File: src/rtl/board_ctrl.sv
// Front-panel control: synchronises and debounces btnL/btnR, then turns presses
// into a timed processor reset pulse (rst_out) and a run/stop enable (en_out).
module board_ctrl #(
    parameter int unsigned DEBOUNCE_CYCLES  = 1000000,
    parameter int unsigned CNT_W            = 20,
    parameter int unsigned RST_PULSE_CYCLES = 16,
    parameter logic        EN_INIT          = 1'b1
) (
    input  logic       clk0,
    input  logic       rst0,
    input  logic       btnL,
    input  logic       btnR,
    output logic       rst_out,
    output logic       en_out,
    output logic [1:0] btn_state
);

    localparam int unsigned NBTN   = 2;
    localparam int unsigned PCNT_W = (RST_PULSE_CYCLES > 1) ? $clog2(RST_PULSE_CYCLES) : 1;
    localparam logic [CNT_W-1:0]  DB_LAST    = CNT_W'(DEBOUNCE_CYCLES - 1);
    localparam logic [PCNT_W-1:0] PULSE_LAST = PCNT_W'(RST_PULSE_CYCLES - 1);

    typedef enum logic [0:0] {
        IDLE = 1'b0,
        HOLD = 1'b1
    } state_t;

    // Bit 0 is btnL, bit 1 is btnR throughout.
    logic [NBTN-1:0]  raw;
    logic [NBTN-1:0]  s1;
    logic [NBTN-1:0]  s2;
    logic [NBTN-1:0]  stable;
    logic [NBTN-1:0]  stable_nxt;
    logic [NBTN-1:0]  stable_q;
    logic [NBTN-1:0]  press;
    logic [CNT_W-1:0] db_cnt     [NBTN];
    logic [CNT_W-1:0] db_cnt_nxt [NBTN];

    state_t            state;
    state_t            state_nxt;
    logic [PCNT_W-1:0] pcnt;
    logic [PCNT_W-1:0] pcnt_nxt;
    logic              en_nxt;

    assign raw       = {btnR, btnL};
    assign btn_state = stable;

    // Two-flop synchroniser for the asynchronous button inputs.
    always_ff @(posedge clk0 or negedge rst0) begin
        if (!rst0) begin
            s1 <= '0;
            s2 <= '0;
        end else begin
            s1 <= raw;
            s2 <= s1;
        end
    end

    // A level is accepted only after DEBOUNCE_CYCLES consecutive disagreeing samples.
    always_comb begin
        stable_nxt = stable;
        for (int i = 0; i < NBTN; i++) begin
            db_cnt_nxt[i] = '0;
            if (s2[i] != stable[i]) begin
                if (db_cnt[i] == DB_LAST) begin
                    stable_nxt[i] = ~stable[i];
                end else begin
                    db_cnt_nxt[i] = db_cnt[i] + CNT_W'(1);
                end
            end
        end
    end

    always_ff @(posedge clk0 or negedge rst0) begin
        if (!rst0) begin
            for (int i = 0; i < NBTN; i++) begin
                db_cnt[i] <= '0;
            end
            stable   <= '0;
            stable_q <= '0;
            press    <= '0;
        end else begin
            for (int i = 0; i < NBTN; i++) begin
                db_cnt[i] <= db_cnt_nxt[i];
            end
            stable   <= stable_nxt;
            stable_q <= stable;
            press    <= stable & ~stable_q;
        end
    end

    // btnL always wins; a btnR press only toggles enable while no pulse is running.
    always_comb begin
        state_nxt = state;
        pcnt_nxt  = pcnt;
        en_nxt    = en_out;
        case (state)
            IDLE: begin
                if (press[0]) begin
                    state_nxt = HOLD;
                    pcnt_nxt  = '0;
                    en_nxt    = EN_INIT;
                end else if (press[1]) begin
                    en_nxt = ~en_out;
                end
            end
            HOLD: begin
                if (press[0]) begin
                    pcnt_nxt = '0;
                    en_nxt   = EN_INIT;
                end else if (pcnt == PULSE_LAST) begin
                    state_nxt = IDLE;
                    pcnt_nxt  = '0;
                end else begin
                    pcnt_nxt = pcnt + PCNT_W'(1);
                end
            end
            default: begin
                state_nxt = HOLD;
                pcnt_nxt  = '0;
            end
        endcase
    end

    // Reset lands in HOLD so the processor sees a full power-on pulse.
    always_ff @(posedge clk0 or negedge rst0) begin
        if (!rst0) begin
            state   <= HOLD;
            pcnt    <= '0;
            en_out  <= EN_INIT;
            rst_out <= 1'b1;
        end else begin
            state   <= state_nxt;
            pcnt    <= pcnt_nxt;
            en_out  <= en_nxt;
            rst_out <= (state_nxt == HOLD);
        end
    end

endmodule

File: config.mk
export PLATFORM = sky130hd
export DESIGN_NAME = board_ctrl
export DESIGN_NICKNAME = d
export VERILOG_FILES = /design/src/rtl/board_ctrl.sv
export SDC_FILE = /design/constraint.sdc
export NUM_CORES = 1
export LEC_CHECK = 0
export CORE_ASPECT_RATIO = 1.1
export CORE_MARGIN = 2
export CORE_UTILIZATION = 65
export DETAILED_ROUTE_END_ITERATION = 8
export PLACE_DENSITY = 0.84
export SETUP_SLACK_MARGIN = 0.02
export SLEW_MARGIN = 20
export SYNTH_ARGS = -nofsm -noshare
export SYNTH_HDL_FRONTEND = slang
export SYNTH_SLANG_ARGS = --single-unit
File: constraint.sdc
create_clock -name clk0 -period 4.65 [get_ports clk0]
set_clock_uncertainty 0.2 [all_clocks]
set_input_delay 0.93 -clock clk0 [delete_from_list [all_inputs] [get_ports clk0]]
set_output_delay 0.93 -clock clk0 [all_outputs]
set_load 0.05 [all_outputs]
==> impl_metrics.ini <==
[setup_path]
critPathMaxStageDelay_ns = 0.82
worstSetupEndpointType = output port
critical_path_arrival_ns = 1.75
critical-path-top-delay-family = buffers and inverters
worstSetupStartpointType = flop
crit_path_cell_trace = clkdlybuf4s50_1
crit_path_max_fanout = 7
crit_buf_inv = 1
critical_path.slowest_cell = clkdlybuf4s50_1
timing.critical_path.required_ns = 3.52
path_class = reg -> out

[flow_run]
drv.max_cap_violation_count = 0

[route]
dr_total_vias = 1830
remaining_antenna_violation_count_after_routing = 0
drtPass1Iterations = 4
dr.first_iter.drc_count = 90
routed_wire_length_per_instance_um = 14.4
postRouteWirelength_um = 4590
detail_route.vias_per_cell = 5.74
remaining_design_rule_violation_count = 0

[cts]
clkSlewWorstSetupHoldPaths_ns = 0.10
cts_max_path_buffers = 2
clock_insertion_delay_worst_skew_ns = 0.32
tritoncts.num_buffers = 5
cts_num_sinks = 56
h-tree-depth = 2
post_cts_resize_count = 0
tritoncts = yes
root_buffer = clkbuf_8
post_cts_hold_buffer_count = 0
cts.repair_timing.setup_buffer_count = 0

[logic_synthesis]
syn_avg_cell_area_um2 = 10.2
post_synth_most_frequent_cells = dfrtp_1 (54), nor2_1 (32), nand2_1 (17)
count_of_state_elements_after_synthesis = 56
synth-async-reset-ratio = 1.00
synth_sequential_area_ratio = 0.536
postSynthNetCount = 264
synth_cell_type_count = 38
yosys_synthesis_warning_count = 0
synth_top_cells_by_area = dfrtp_1 (52%), xnor2_1 (5.3%), nor2_1 (4.6%), xor2_1 (3.3%), a21oi_1 (2.9%)
mappedNetlistArea_mm2 = 0.00262
synthDominantAreaCellType = dfrtp_1
most_numerous_cell_in_the_yosys_netlist = dfrtp_1
synthDominantCellAreaShare = 0.516
synth_flop_cell = dfrtp_1
synth_edf_count = 0
syn_inst_count = 257

[cells_and_area]
register_area_mm2 = 0.00140
multi_input_comb_area_mm2 = 0.00117
layout.nets = 273
post_route_cells_drive_above_1_share = 0.0936
num_antenna_cells = 0
fill_cells = 291
syn_to_layout_area_delta_pct = 8.59

[floorplanning]
core_area_mm2 = 0.00390
design.die.area_mm2 = 0.00456
initial_core_util = 0.671
floorplan.die.width_um = 64.6
floorplan.die.height_um = 70.6
row_count = 24
floorplan.io_pins = 8

[sta]
worst_slew_pin_slew_ns = 0.738
fin_crit_ns = 2.88
slew_headroom = 0.508
fin_setup_tns_ns = 0
finalSetupViolCount = 0
fin_worst_hold_slack_ns = 0.165
max_freq_mhz = 348
timing_max_transition_violations_final = 0
rsz_0062_raised_after_global_routing = no
hold_vio_cnt_final = 0
layout_worst_path_cycle_share = 0.619

[global_route]
globalRouteTotalUtil = 0.231
largest_net_degree_at_the_start_of_global_routing = 57
first_global_vias = 1856
overflow = 0
number_of_antenna_violations_at_the_first_check_in_global_routing = 0
grt_pass1_wl_um = 8170

[power]
internal_power_uw = 660
static-leakage-power_uw = 0.00116
pwr_density_cell_mw_per_mm2 = 295
switchingPower_uw = 179
p_clk_frac = 0.375
power.combinational.fraction = 0.032
peak_supply_drop_uv = 198
switching_share = 0.214
power.sequential.fraction = 0.593

[place]
final_weighted_congestion_in_routability_driven_placement = 0.836
detailed_place_hpwl_um = 3080
numPortBuffers = 7

[outcome]
status = complete, no violations

[hold_path]
worst_hold_path_type = reg -> reg
## power by group through the flow
stage          Combinational [uW]  Sequential, uW  Clock, uW
4_1_cts                      27.7             498        321
3_5_place_dp                 27.4             507          0
2_1_floorplan                12.7             506          0
5_1_grt                      31.2             499        339
6_report                     26.5             498        315
3_3_place_gp                 26.8             507          0
## state kept, by name, summed over array words and instances (netlist names)
signal and count:
db_cnt 40, s1 2, press 2, pcnt 4
btn_state 2, en_out 1, s2 2, state 1
stable_q 2
## through the flow
step | power, uW | std cells | cell area, um^2 | utilization | setup slack (ns)
3_5_place_dp | 535 | 311 | 2740 | 0.701 | 2.12
3_3_place_gp | 534 | 311 | 2730 | 0.698 | 1.96
5_1_grt | 869 | 319 | 2850 | 0.729 | 1.74
6_report | 839 | 319 | 2850 | 0.729 | 1.77
2_1_floorplan | 519 | 257 | 2620 | - | 2.47
4_1_cts | 847 | 319 | 2850 | 0.729 | 1.76
## worst paths after layout
kind	startpoint	end	slack, ns	cells after the start
worst max-delay path	state	rst_out	1.77	1
worst min-delay path	s1[0]	s2[0]	0.16	0
worst max register to register	db_cnt[15]	db_cnt[7]	2.23	4
worst min register to register	s1[0]	s2[0]	0.16	0
max in group asynchronous	rst0	db_cnt[28]	3.27	2
min in group asynchronous	rst0	db_cnt[12]	0.53	2
## layout make-up
cell class / count / area share
sequential: 56 / 0.493
multi-input combinational: 188 / 0.410
timing repair buffer: 8 / 0.0255
clock buffer: 5 / 0.0242
tap: 52 / 0.0229
clock inverter: 3 / 0.0149
inverter: 7 / 0.00923
## placed cells by master (no fill, tap or decap), drive strengths merged, types with 5 or more instances in the layout
| cell | count |
|---|---|
| or4 | 8 |
| nor3 | 5 |
| nor2 | 32 |
| dfrtp | 54 |
| xor2 | 10 |
| nand3 | 16 |
| xnor2 | 16 |
| a21oi | 15 |
| or3 | 8 |
| nand4 | 6 |
| and3 | 6 |
| inv | 7 |
| nand2 | 17 |
| clkbuf | 5 |
| clkdlybuf4s50 | 6 |
| nor4 | 6 |
| o21ai | 12 |
## routing by layer
metal | up-vias | wire (um) | track usage
met5 | - | 0 | 0
met4 | 0 | 78 | 0.0804
met3 | 8 | 120 | 0.0541
met2 | 26 | 2210 | 0.376
met1 | 879 | 2170 | 0.308
li1 | 917 | - | -
## cells by family (layout without fill, tap and decap cells)
group,after synthesis,in the layout,share of synthesized area
mux,4,4,0.0167
simple gates,122,122,0.248
fa+ha+maj,3,3,0.0143
buf+inv,13,23,0.0224
xor+xnor,26,26,0.0869
compound gates,33,33,0.0759
flops,56,56,0.536
No activity file was read; power rests on OpenSTA's default activity.
